==> src/rtl/riscv_pkg.sv <==
// -----------------------------------------------------------------------------
// riscv_pkg
//   Shared definitions for the instruction fetch slice: datapath width, the
//   canonical NOP encoding, the default reset PC, the fetch FSM state type,
//   the instruction queue entry layout, and a word-alignment helper.
// -----------------------------------------------------------------------------
package riscv_pkg;

   localparam int unsigned       XLEN             = 32;
   localparam logic [XLEN-1:0]   NOP_INSTR        = 32'h0000_0013;
   localparam logic [XLEN-1:0]   DEFAULT_RESET_PC = 32'h0000_0000;

   typedef enum logic [1:0] {
      IDLE,
      WAIT,
      DISCARD
   } fetch_state_t;

   typedef struct packed {
      logic [XLEN-1:0] pc;
      logic [XLEN-1:0] instr;
   } fetch_entry_t;

   function automatic logic [XLEN-1:0] word_align(input logic [XLEN-1:0] addr);
      return {addr[XLEN-1:2], 2'b00};
   endfunction

endpackage

==> src/rtl/instr_fifo.sv <==
// -----------------------------------------------------------------------------
// instr_fifo
//   Circular instruction queue of DEPTH {pc, instr} entries.
//
//   Ports
//     clk          in   clock, all state on rising edge
//     rst_n        in   asynchronous active-low reset
//     push_i       in   write push_data_i at the tail
//     push_data_i  in   entry to enqueue
//     pop_i        in   drop the head entry
//     flush_i      in   empty the queue (wins over push and pop)
//     head_o       out  head entry (meaningful only while count_o != 0)
//     count_o      out  number of valid entries, 0..DEPTH
// -----------------------------------------------------------------------------
module instr_fifo
   import riscv_pkg::*;
#(
   parameter int unsigned DEPTH = 2
) (
   input  logic                       clk,
   input  logic                       rst_n,
   input  logic                       push_i,
   input  fetch_entry_t               push_data_i,
   input  logic                       pop_i,
   input  logic                       flush_i,
   output fetch_entry_t               head_o,
   output logic [$clog2(DEPTH+1)-1:0] count_o
);

   localparam int unsigned PTR_W = (DEPTH > 1) ? $clog2(DEPTH) : 1;
   localparam int unsigned CNT_W = $clog2(DEPTH + 1);

   fetch_entry_t     mem_q [DEPTH];
   logic [PTR_W-1:0] rd_ptr_q, rd_ptr_d;
   logic [PTR_W-1:0] wr_ptr_q, wr_ptr_d;
   logic [CNT_W-1:0] count_q,  count_d;
   logic             do_push, do_pop;

   // Pointers wrap at DEPTH, which need not be a power of two.
   function automatic logic [PTR_W-1:0] ptr_inc(input logic [PTR_W-1:0] p);
      return (p == PTR_W'(DEPTH - 1)) ? '0 : p + 1'b1;
   endfunction

   assign do_pop  = pop_i  && (count_q != '0);
   assign do_push = push_i && (count_q < CNT_W'(DEPTH));

   always_comb begin
      rd_ptr_d = rd_ptr_q;
      wr_ptr_d = wr_ptr_q;
      count_d  = count_q;
      if (flush_i) begin
         rd_ptr_d = '0;
         wr_ptr_d = '0;
         count_d  = '0;
      end else begin
         if (do_push) wr_ptr_d = ptr_inc(wr_ptr_q);
         if (do_pop)  rd_ptr_d = ptr_inc(rd_ptr_q);
         unique case ({do_push, do_pop})
            2'b10:   count_d = count_q + 1'b1;
            2'b01:   count_d = count_q - 1'b1;
            default: count_d = count_q;
         endcase
      end
   end

   always_ff @(posedge clk or negedge rst_n) begin
      if (!rst_n) begin
         rd_ptr_q <= '0;
         wr_ptr_q <= '0;
         count_q  <= '0;
      end else begin
         rd_ptr_q <= rd_ptr_d;
         wr_ptr_q <= wr_ptr_d;
         count_q  <= count_d;
      end
   end

   // Storage needs no reset: entries are only read while counted valid.
   always_ff @(posedge clk) begin
      if (do_push && !flush_i) mem_q[wr_ptr_q] <= push_data_i;
   end

   assign head_o  = mem_q[rd_ptr_q];
   assign count_o = count_q;

endmodule

==> src/rtl/fetch_unit.sv <==
// -----------------------------------------------------------------------------
// fetch_unit
//   Instruction fetch front end. Issues single-outstanding word requests to
//   instruction memory, queues returned words with their PC, presents the
//   queue head to decode, and handles taken-branch redirects by flushing the
//   queue and discarding any in-flight response.
//
//   Optional build macro: FETCH_PERF_EN adds perf_flushes / perf_stalls.
//
//   Parameters
//     RESET_PC  first fetch address after reset
//     DEPTH     instruction queue entries (2..8)
//
//   Ports
//     clk             in   clock
//     reset           in   asynchronous active-low reset
//     imem_req        out  one-cycle request pulse to instruction memory
//     imem_addr       out  word-aligned request address (0 when no request)
//     imem_rvalid     in   response strobe
//     imem_rdata      in   response instruction word
//     instr_valid     out  queue head valid for decode
//     instr           out  queue head word, NOP when not valid
//     instr_pc        out  queue head PC, 0 when not valid
//     instr_ready     in   decode accepts head
//     redirect_valid  in   taken branch/jump pulse
//     redirect_pc     in   new fetch target (bits [1:0] ignored)
//     perf_flushes    out  (FETCH_PERF_EN) redirect cycle count
//     perf_stalls     out  (FETCH_PERF_EN) cycles decode was ready but starved
// -----------------------------------------------------------------------------
module fetch_unit
   import riscv_pkg::*;
#(
   parameter logic [31:0] RESET_PC = DEFAULT_RESET_PC,
   parameter int unsigned DEPTH    = 2
) (
   input  logic            clk,
   input  logic            reset,
   output logic            imem_req,
   output logic [XLEN-1:0] imem_addr,
   input  logic            imem_rvalid,
   input  logic [XLEN-1:0] imem_rdata,
   output logic            instr_valid,
   output logic [XLEN-1:0] instr,
   output logic [XLEN-1:0] instr_pc,
   input  logic            instr_ready,
   input  logic            redirect_valid,
   input  logic [XLEN-1:0] redirect_pc
`ifdef FETCH_PERF_EN
   ,
   output logic [31:0]     perf_flushes,
   output logic [31:0]     perf_stalls
`endif
);

   localparam int unsigned CNT_W = $clog2(DEPTH + 1);

   if (DEPTH < 2 || DEPTH > 8) begin : g_depth_check
      $error("fetch_unit: DEPTH must be in 2..8");
   end

   fetch_state_t    state_q, state_d;
   logic [XLEN-1:0] fetch_pc_q, fetch_pc_d;

   logic [CNT_W-1:0] count;
   fetch_entry_t     head;
   fetch_entry_t     push_entry;
   logic             push;
   logic             pop;
   logic             slot_free;
   logic             req;

   // No request is ever outstanding in IDLE, so a free slot is simply
   // count < DEPTH and a later push can never find the queue full.
   assign slot_free   = (count < CNT_W'(DEPTH));
   assign instr_valid = (count != '0);
   assign pop         = instr_valid && instr_ready;

   always_comb begin
      state_d    = state_q;
      fetch_pc_d = fetch_pc_q;
      req        = 1'b0;
      push       = 1'b0;
      unique case (state_q)
         IDLE: begin
            if (!redirect_valid && slot_free) begin
               req     = 1'b1;
               state_d = WAIT;
            end
         end
         WAIT: begin
            if (redirect_valid) begin
               // The in-flight word belongs to the old path: drop it now if
               // it is arriving, otherwise wait for it in DISCARD.
               state_d = imem_rvalid ? IDLE : DISCARD;
            end else if (imem_rvalid) begin
               push       = 1'b1;
               fetch_pc_d = fetch_pc_q + 32'd4;
               state_d    = IDLE;
            end
         end
         DISCARD: begin
            // A response here always answers the stale request, even when a
            // further redirect lands in the same cycle, so leave DISCARD.
            if (imem_rvalid) state_d = IDLE;
         end
         default: state_d = IDLE;
      endcase
      if (redirect_valid) fetch_pc_d = word_align(redirect_pc);
   end

   always_ff @(posedge clk or negedge reset) begin
      if (!reset) begin
         state_q    <= IDLE;
         fetch_pc_q <= word_align(RESET_PC);
      end else begin
         state_q    <= state_d;
         fetch_pc_q <= fetch_pc_d;
      end
   end

   // Gating with reset keeps the request low while reset is held even though
   // the FSM already sits in IDLE with an empty queue.
   assign imem_req  = req && reset;
   assign imem_addr = imem_req ? fetch_pc_q : '0;

   assign push_entry.pc    = fetch_pc_q;
   assign push_entry.instr = imem_rdata;

   instr_fifo #(
      .DEPTH (DEPTH)
   ) u_queue (
      .clk         (clk),
      .rst_n       (reset),
      .push_i      (push),
      .push_data_i (push_entry),
      .pop_i       (pop),
      .flush_i     (redirect_valid),
      .head_o      (head),
      .count_o     (count)
   );

   assign instr    = instr_valid ? head.instr : NOP_INSTR;
   assign instr_pc = instr_valid ? head.pc    : '0;

`ifdef FETCH_PERF_EN
   logic [31:0] perf_flushes_q;
   logic [31:0] perf_stalls_q;

   always_ff @(posedge clk or negedge reset) begin
      if (!reset) begin
         perf_flushes_q <= '0;
         perf_stalls_q  <= '0;
      end else begin
         if (redirect_valid)               perf_flushes_q <= perf_flushes_q + 32'd1;
         if (instr_ready && !instr_valid)  perf_stalls_q  <= perf_stalls_q + 32'd1;
      end
   end

   assign perf_flushes = perf_flushes_q;
   assign perf_stalls  = perf_stalls_q;
`endif

endmodule

==> config.mk <==
export PLATFORM = sky130hd
export DESIGN_NAME = fetch_unit
export DESIGN_NICKNAME = d
export VERILOG_FILES = /design/src/rtl/riscv_pkg.sv /design/src/rtl/instr_fifo.sv /design/src/rtl/fetch_unit.sv
export SDC_FILE = /design/constraint.sdc
export NUM_CORES = 1
export LEC_CHECK = 0
export CAP_MARGIN = 20
export CORE_MARGIN = 4
export CORE_UTILIZATION = 50
export CTS_CLUSTER_SIZE = 10
export DETAILED_ROUTE_END_ITERATION = 12
export GPL_TIMING_DRIVEN = 1
export PLACE_DENSITY = 0.8
export SYNTH_ARGS = -nofsm -noshare
export SYNTH_HDL_FRONTEND = slang
export SYNTH_SLANG_ARGS = --single-unit
==> constraint.sdc <==
create_clock -name clk -period 9.2 [get_ports clk]
set_clock_uncertainty 0.2 [all_clocks]
set_input_delay 0.92 -clock clk [delete_from_list [all_inputs] [get_ports clk]]
set_output_delay 0.92 -clock clk [all_outputs]
set_load 0.01 [all_outputs]
==> results.txt <==
Avg WL per Cell -> 17.7 um
initial antenna violation count -> 0
Netlist cell types -> 37
Synth top area share -> 53.7%
Max-Cap Viols -> 0
Syn Inst Count -> 537
final hold viol count -> 0
top-count cell post-synth -> edfxtp_1
Int Power -> 1.35 mW
Final Cycle Share -> 51.8%
commonest cells in the netlist -> edfxtp_1 (124), nor2_1 (86), mux2i_1 (63)
htree depth -> 4
Post-synth EDFFs -> 124
Leak Pwr -> 3.11 nW
top cells by area, synth -> edfxtp_1 (54%), dfrtp_1 (13%), mux2i_1 (9.1%)
Die Ht -> 126 um
Power Density -> 185 nW/um^2
Post-layout nets -> 760
full die area -> 15800 um^2
Worst Tran Pin Value -> 936 ps
Setup crit end kind -> primary output
CORE AREA -> 13400 um^2
crit path DAT -> 3650 ps
NetSw -> 0.373 mW
GR met3 Demand/Resource -> 4.06%
Top Ports -> 167
Synth-to-Final Area Change -> 34.0%
layout cells sized above 1 -> 5.84%
sequential share of power -> 49.2%
run status -> finished clean
worst-path fanout max -> 31
Final GP Congestion -> 0.798
GR peak layer -> met2
clock sink total -> 160
Seq. cell area -> 4630 um^2
worst endpoint required time -> 8080 ps
setup TNS -> 0 ps
FFs w/ async S/R, synth -> 22.5%
root buf cell -> clkbuf_16
Final Setup Violations -> 0
grt ovf -> 0
Starting DRT DRC Count -> 384
clock slew at reported path FFs -> 60 ps
vias per cell -> 5.38
max frequency -> 0.210 GHz
CTS tree -> done
Die X-Extent -> 126 um
TritonRoute pass-1 iters -> 4
diode count -> 0
Clock Power Share -> 41.3%
area occupied by multi-input gates -> 2160 um^2
hold crit path type -> register to register
post-route DRC violation count -> 0
post-CTS sizing -> 0
Mapped Area -> 6930 um^2
Synth Flop Type -> edfxtp_1
Peak supply drop -> 0.121 mV
post-synthesis sequential area ratio -> 66.7%
Fillers -> 970
element type at the critical path start -> input pin
syn_area_per_cell -> 12.9 um^2
Placement Setup Slack -> 4430 ps
post-DP HPWL -> 10200 um
final setup margin -> 4430 ps
antenna viol nets, final -> 0
CTS Hold Bufs -> 0
worst rel slew slack -> 37.4%
met1 Use GR -> 24.3%
all-layer global routing usage -> 19.5%
Logic pwr share -> 9.5%
DR vias -> 4722
number of global-route vias before repair -> 4732
total setup buffers inserted after CTS -> 0
Port-buffer cells -> 160
cell taking the most area after synthesis -> edfxtp_1
largest net degree at the start of global routing -> 64
Worst-Skew Late Latency -> 410 ps
Crit Path Class -> input pin to primary output
Sw Ratio -> 21.7%
Row Count -> 42
YS warnings -> 0
CTS buffer count -> 17
grt met2 use -> 33.5%
clock buffer depth -> 2
register bit total from synthesis -> 160
effective utilization at floorplan -> 51.7%
drt total wl -> 15600 um
first-pass GRT wire length -> 24400 um
Slew Viols, Final -> 0
fin crit period -> 4770 ps
unrepaired setup endpoints after global routing -> no
## path summary, 6_finish.rpt
| path | slack (ps) | end | from | cells after the start |
|---|---|---|---|---|
| min in group asynchronous | 400 | fetch_pc_q[2] | reset | 1 |
| max in group asynchronous | 7800 | u_queue.rd_ptr_q | reset | 1 |
| worst max-delay path | 4430 | imem_addr[22] | redirect_valid | 5 |
| worst max register to register | 6760 | fetch_pc_q[21] | fetch_pc_q[7] | 4 |
| worst min register to register | 360 | state_q[0] | state_q[1] | 1 |
| worst min-delay path | 360 | state_q[0] | state_q[1] | 1 |
## cell families after synthesis
| group | count (synthesis) | share of synthesized area, % |
|---|---|---|
| AO/OA/AOI/OAI | 57 | 5.07 |
| XOR/XNOR | 10 | 1.26 |
| adder cells (fa/ha/maj) | 1 | 0.180 |
| buffers and inverters | 39 | 2.54 |
| flip-flops | 160 | 66.7 |
| multiplexers | 63 | 9.09 |
| other | 1 | 0.0541 |
| AND/OR/NAND/NOR | 206 | 15.1 |
## metrics by stage
| step | utilization (%) | instance area [um^2] | hold slack [ps] | std cells | total power [mW] |
|---|---|---|---|---|---|
| 2_1_floorplan | - | 6950 | 240 | 540 | 0.929 |
| 3_3_place_gp | 64.5 | 8650 | 323 | 845 | 1.02 |
| 4_1_cts | 69.0 | 9250 | 360 | 876 | 1.73 |
| 6_report | 69.4 | 9300 | 359 | 878 | 1.72 |
| 5_1_grt | 69.4 | 9300 | 375 | 878 | 1.78 |
| 3_5_place_dp | 64.5 | 8650 | 343 | 845 | 1.02 |
## routing by layer
metal | routed length, um | vias up
met4 | 331 | 0
met1 | 6430 | 2284
met5 | 0 | -
met3 | 771 | 24
li1 | - | 2269
met2 | 8040 | 145
## placed cells by master, fill, tap and decap left out, types with 18 or more instances in the layout
cell type / n
o21ai_0: 18
mux2i_1: 63
clkdlybuf4s50_1: 159
edfxtp_1: 124
nor2_1: 85
dfrtp_1: 35
and2_1: 33
nand2_1: 27
a31oi_1: 20
## critical path, cell delays in order
cell and delay, ps:
clkdlybuf4s50_1 900, nor2_1 280, and3_1 750, and2_1 250
clkdlybuf4s50_1 540
## cell type report
type / count / area share (%)
Tap cell: 176 / 2.37
Multi-Input combinational cell: 341 / 23.2
Timing Repair Buffer: 165 / 17.9
Inverter: 5 / 0.202
Clock buffer: 20 / 4.70
Sequential cell: 160 / 49.8
Clock inverter: 11 / 1.78
## power groups by stage
stage,registers [mW],logic (mW),clock network (mW)
final,0.847,0.163,0.712
after global routing,0.850,0.178,0.756
after CTS,0.850,0.160,0.722
after detailed placement,0.864,0.159,0
after global placement,0.862,0.155,0
after floorplan,0.845,0.0836,0
## sequential cells by signal, summed over array words and instances (netlist names)
register and cells:
fetch_pc_q 30, u_queue.mem_q 124, u_queue.wr_ptr_q 1, state_q 2, u_queue.rd_ptr_q 1, u_queue.count_o 2
Power figures use the tool's default switching activity.
==> patch 1, RTL diff (config.mk and constraints unchanged) <==
`DEPTH` is set to 2 in 2 places; all go to 4. Comments in the files are not updated.
--- a/src/rtl/instr_fifo.sv
+++ b/src/rtl/instr_fifo.sv
@@ -15,7 +15,7 @@
 module instr_fifo
    import riscv_pkg::*;
 #(
-   parameter int unsigned DEPTH = 2
+   parameter int unsigned DEPTH = 4
 ) (
    input  logic                       clk,
    input  logic                       rst_n,
--- a/src/rtl/fetch_unit.sv
+++ b/src/rtl/fetch_unit.sv
@@ -31,7 +31,7 @@
    import riscv_pkg::*;
 #(
    parameter logic [31:0] RESET_PC = DEFAULT_RESET_PC,
-   parameter int unsigned DEPTH    = 2
+   parameter int unsigned DEPTH    = 4
 ) (
    input  logic            clk,
    input  logic            reset,
Check against the original RTL: not equivalent (a bounded check fails within 10 cycles, from zero or initial values and one cycle with reset low).
==> patch 1 against the original RTL <==
- total power grew 120%
- sequential cell count grew 127
- synthesized area grew 72%
- sequential share of layout area grew 7.4 points
- count of clock-buffer cells in the layout grew 30
- clock power grew 62%
- final area grew 58%
- wire length grew 57%
- worst setup slack gained 100 ps
- core utilization shrank 6.6 points
==> patch 1: results (changes against the original RTL) <==
The run finished with clean final reports. The flip-flop count of the largest register, all copies and words added came out at 248 (+100%). The maximum VDD drop is 0.205 mV (+70%).

The share of post-route cells with drive strength above 1 came out at 14.3% (+8.4 points). In this run the critical register-to-register path is captured at u_queue.count_o[2]. The total half-perimeter wirelength after legalization and detailed placement is 14400 um (+42%). The initial detailed-routing violation count came out at 508 (+32%).

The worst relative slew slack is 36.1% (-1.3 points). The via count of the first global-routing pass came to 6933 (+47%). The sequential element share of the synthesized area came out at 70.7% (+4.0 points).

The net count of the finished layout is 931 (+23%). The switching share of power is 27.5% (+5.9 points). The static leakage power came to 0.00484 uW (+56%). The largest incremental delay on the critical path was 860 ps (-40 ps).

The highest-delay cell along the critical path is sky130_fd_sc_hd__nor4_2. The endpoint arrival time on the critical path is 3540 ps (-110 ps). The fraction of registers with async set or reset after synthesis is 13.6% (-8.9 points).

The mean cell area of the mapped netlist came to 17.1 um2 (+32%). The hold path depth is 1 (unchanged). The worst register-to-register path begins at u_queue.count_o[0]. The setup slack of the most critical reg-to-reg path is 6450 ps (-310 ps).

The CTS H-tree depth is 2 (-2). The detailed-route vias per instance is 5.72 (+6.4%). The clock network latency to the later pin of the worst-skew pair is 480 ps (+70 ps). The global-route wire length before repair is 38500 um (+58%). The total instance count after detailed placement was 1138 (+35%). The count of flip-flops with a built-in enable after synthesis is 248 (+100%).

The worst-path maximum fanout came out at 37 (+19%). The pin count of the biggest net entering global routing is 71 (+11%). The worst setup slack after placement is 4520 ps (+92.7 ps). In the synthesized netlist, the cells that appear most often are sky130_fd_sc_hd__edfxtp_1, sky130_fd_sc_hd__mux4_2, sky130_fd_sc_hd__nor2b_1, sky130_fd_sc_hd__dfrtp_1. The overall routed net length is 24400 um (+57%). The total iterations of the first detailed-routing run is 5 (+1). Ranked by total cell area, the synthesized netlist is headed by sky130_fd_sc_hd__edfxtp_1, sky130_fd_sc_hd__mux4_2, sky130_fd_sc_hd__dfrtp_1, sky130_fd_sc_hd__nor2b_1, sky130_fd_sc_hd__and3_1. The number of clock buffers inserted by TritonCTS came out at 34 (+17). The routed wire length per instance is 20.5 um (+16%). The count of filler cells inserted in the layout is 1653 (+70%). The maximum buffer depth of the clock tree came to 3 (+1).
[patch 1: changes by cell type after synthesis, moves of 6 or more]
cell and change:
sky130_fd_sc_hd__a21oi_1 +6, sky130_fd_sc_hd__and2_1 -31, sky130_fd_sc_hd__edfxtp_1 +124, sky130_fd_sc_hd__nor2_1 -59, sky130_fd_sc_hd__and3_1 +31, sky130_fd_sc_hd__mux4_2 +62, sky130_fd_sc_hd__nand2_1 -8, sky130_fd_sc_hd__clkbuf_1 +9
sky130_fd_sc_hd__nor2b_1 +58, sky130_fd_sc_hd__mux2i_1 -61
[patch 1: metal layers]
metal | track usage [%] | routed length, um | vias to the layer above
li1 | - | - | 3073
met1 | 26.3 | 10500 | 3422
met2 | 30.0 | 11700 | 271
met3 | 4.20 | 1880 | 36
met4 | 4.19 | 396 | 0
met5 | 0 | 0 | -
[patch 1: cell families (layout without fill, tap and decap cells)]
kind of cell | count (synthesis) | count (layout) | synth area share, %
AO/OA/AOI/OAI | 63 | 63 | 3.34
XOR/XNOR | 10 | 10 | 0.735
adder cells (fa/ha/maj) | 7 | 7 | 0.798
buffers and inverters | 56 | 226 | 2.02
flip-flops | 287 | 287 | 70.7
multiplexers | 64 | 64 | 11.9
other | 1 | 4 | 0.0315
AND/OR/NAND/NOR | 209 | 209 | 10.5
[patch 1: worst max path at each step]
stage / cells after the start / to / slack [ps] / from
3_3_place_gp: 6 / imem_addr[19] / 4580 / redirect_valid
4_1_cts: 6 / imem_addr[19] / 4520 / redirect_valid
3_5_place_dp: 6 / imem_addr[19] / 4520 / redirect_valid
2_1_floorplan: 4 / u_queue.mem_q[0][0] / 5460 / imem_rvalid
6_report: 6 / imem_addr[19] / 4540 / redirect_valid
5_1_grt: 6 / imem_addr[26] / 4330 / redirect_valid
[patch 1: cell type report]
| cell class | instances | area, um2 | area share, % |
|---|---|---|---|
| sequential | 287 | 8430 | 57.2 |
| multi-input combinational | 357 | 3280 | 22.3 |
| timing repair buffer | 167 | 1650 | 11.2 |
| clock buffer | 50 | 932 | 6.33 |
| tap | 319 | 399 | 2.71 |
| inverter | 8 | 30.0 | 0.204 |
| clock inverter | 1 | 8.76 | 0.0595 |
[patch 1: power groups by stage]
stage | sequential, uW | combinational (uW) | clock (uW)
final | 1560 | 1140 | 1150
after global routing | 1570 | 1230 | 1240
after CTS | 1560 | 1160 | 1180
after detailed placement | 1590 | 1160 | 0
after global placement | 1580 | 1140 | 0
after floorplan | 1530 | 642 | 0
[patch 1: per-stage QoR]
| stage | hold slack (ps) | area, um2 | utilization (%) |
|---|---|---|---|
| after floorplan | 274 | 11900 | - |
| after detailed placement | 363 | 13800 | 58.8 |
| final | 365 | 14700 | 62.8 |
| after global placement | 327 | 13800 | 58.8 |
| after global routing | 394 | 14700 | 62.8 |
| after CTS | 373 | 14700 | 62.8 |
==> patch 2, RTL diff (same flow settings) <==
Made on the original files. Re-encode `fetch_state_t` (3 states) as one-hot, 3 bits wide.
--- a/src/rtl/riscv_pkg.sv
+++ b/src/rtl/riscv_pkg.sv
@@ -10,10 +10,10 @@
    localparam logic [XLEN-1:0]   NOP_INSTR        = 32'h0000_0013;
    localparam logic [XLEN-1:0]   DEFAULT_RESET_PC = 32'h0000_0000;
 
-   typedef enum logic [1:0] {
-      IDLE,
-      WAIT,
-      DISCARD
+   typedef enum logic [2:0] {
+      IDLE    = 3'b001,
+      WAIT    = 3'b010,
+      DISCARD = 3'b100
    } fetch_state_t;
 
    typedef struct packed {
Check against the original RTL: no difference found for any inputs over 4 cycles, from zero or initial values and one cycle with reset low; so few cycles prove little.
==> patch 2 against the original RTL <==
- count of clock-buffer cells in the layout rose by 1
- total power is 2.3% higher
- worst setup slack improved by 370 ps
- sequential share of layout area is 1.4 points lower
- sequential cell count grew 1
- non-clock buffer count grew 1
- synthesized area grew 5.0%
- final area increased by 3.4%
- wire length is 12% higher
- largest power group unchanged
- highest routed layer is now met5
==> patch 2: results (changes against the original RTL) <==
The worst setup slack after placement came out at 4460 ps (+36.4 ps). The global-route wire length before repair is 27200 um (+11%). The overall global routing resource usage came out at 21.1% (+1.6 points). The worst-path maximum fanout came out at 45 (+45%).

The share of the synthesized area in compound gates (AO/OA/AOI/OAI) is 6.18% (+1.1 points). The routed wire length per instance came out at 18.9 um (+6.7%). The final standard cell count with taps included and fillers excluded came out at 919 (+4.7%).

The count of flip-flops with a built-in enable after synthesis came out at 124 (unchanged). The count of distinct cell types in the synthesized netlist is 59 (+59%). The total instance count after detailed placement is 885 (+4.7%).

The number of antenna violations at the first check in global routing is 1 (+1). The total iterations of the first detailed-routing run is 5 (+1). The CTS H-tree depth came out at 4 (unchanged).

The initial detailed-routing violation count came out at 439 (+14%). The net count of the finished layout came out at 796 (+4.7%). The fraction of registers with async set or reset after synthesis came out at 23.0% (+0.48 points). The placed instance area is 8960 um2 (+3.6%). The via count of the first global-routing pass came out at 5278 (+12%). The sequential element share of the synthesized area came out at 63.9% (-2.8 points). The area share of fa/ha/maj cells after synthesis is 0.172% (-0.0086 points). Yosys attributes the largest share of cell area to sky130_fd_sc_hd__edfxtp_1, sky130_fd_sc_hd__dfrtp_1, sky130_fd_sc_hd__mux2i_1, sky130_fd_sc_hd__nor2_1, sky130_fd_sc_hd__and2_1.

After synthesis, the most frequently instantiated cells are sky130_fd_sc_hd__edfxtp_1, sky130_fd_sc_hd__nor2_1, sky130_fd_sc_hd__mux2i_1, sky130_fd_sc_hd__dfrtp_1. In the final layout, the registers with the most flip-flops are u_queue.mem_q: 124 flops, fetch_pc_q: 30 flops, state_q: 3 flops. The total half-perimeter wirelength after legalization and detailed placement is 11400 um (+13%). The number of instances in the synthesized netlist is 579 (+7.8%). The share of post-route cells with drive strength above 1 came out at 7.58% (+1.7 points). The flow ran to the end, and the final reports show no timing, DRC or antenna violations. The synthesized-area fraction occupied by xor and xnor cells came to 0.722% (-0.54 points). The share of cell area taken by muxes after synthesis is 8.93% (-0.16 points).

The routability congestion estimate from global placement came out at 0.886 (+11%). The transition at the pin with the smallest max-transition slack came out at 904 ps (-32.6 ps). The routed via count is 5209 (+10%).
[patch 2: cell families after synthesis]
family,after synthesis
XOR/XNOR,6
AO/OA/AOI/OAI,66
adder cells (fa/ha/maj),1
AND/OR/NAND/NOR,231
other,1
flip-flops,161
multiplexers,65
buffers and inverters,48
[patch 2: metal layers]
metal | vias up | routed length (um) | GRT usage, %
met4 | 2 | 332 | 7.84
met2 | 218 | 8570 | 35.1
li1 | 2432 | - | -
met5 | - | 16 | 0
met3 | 27 | 1120 | 4.36
met1 | 2530 | 7370 | 27.5
[patch 2: final timing paths]
path	startpoint	end	slack [ps]	cells after the start
worst max-delay path	redirect_valid	imem_addr[28]	4800	7
worst min-delay path	fetch_pc_q[31]	u_queue.mem_q[1][63]	360	0
worst max register to register	state_q[2]	u_queue.mem_q[1][35]	6280	3
worst min register to register	fetch_pc_q[31]	u_queue.mem_q[1][63]	360	0
max in group asynchronous	reset	u_queue.rd_ptr_q	7700	1
min in group asynchronous	reset	fetch_pc_q[9]	420	1
[patch 2: cell type report]
type,instances,area [um2]
Timing Repair Buffer,166,1670
Fill cell,1024,4490
Clock buffer,21,450
Sequential cell,161,4650
Inverter,7,26.3
Clock inverter,11,161
Multi-Input combinational cell,373,2420
Tap cell,180,225
[patch 2: worst max-delay path, stage by stage]
cell	delay, ps
sky130_fd_sc_hd__clkdlybuf4s50_1	390
sky130_fd_sc_hd__buf_4	270
sky130_fd_sc_hd__nor2_1	200
sky130_fd_sc_hd__and4b_1	540
sky130_fd_sc_hd__buf_8	240
sky130_fd_sc_hd__and2_1	150
sky130_fd_sc_hd__clkdlybuf4s50_1	560
[patch 2: where the power goes]
part	leakage (uW)	internal (uW)	switching, uW
clock network	0.000301	459	268
registers	0.00156	813	37.2
logic	0.00135	95.1	88.1
total	0.00322	1370	394
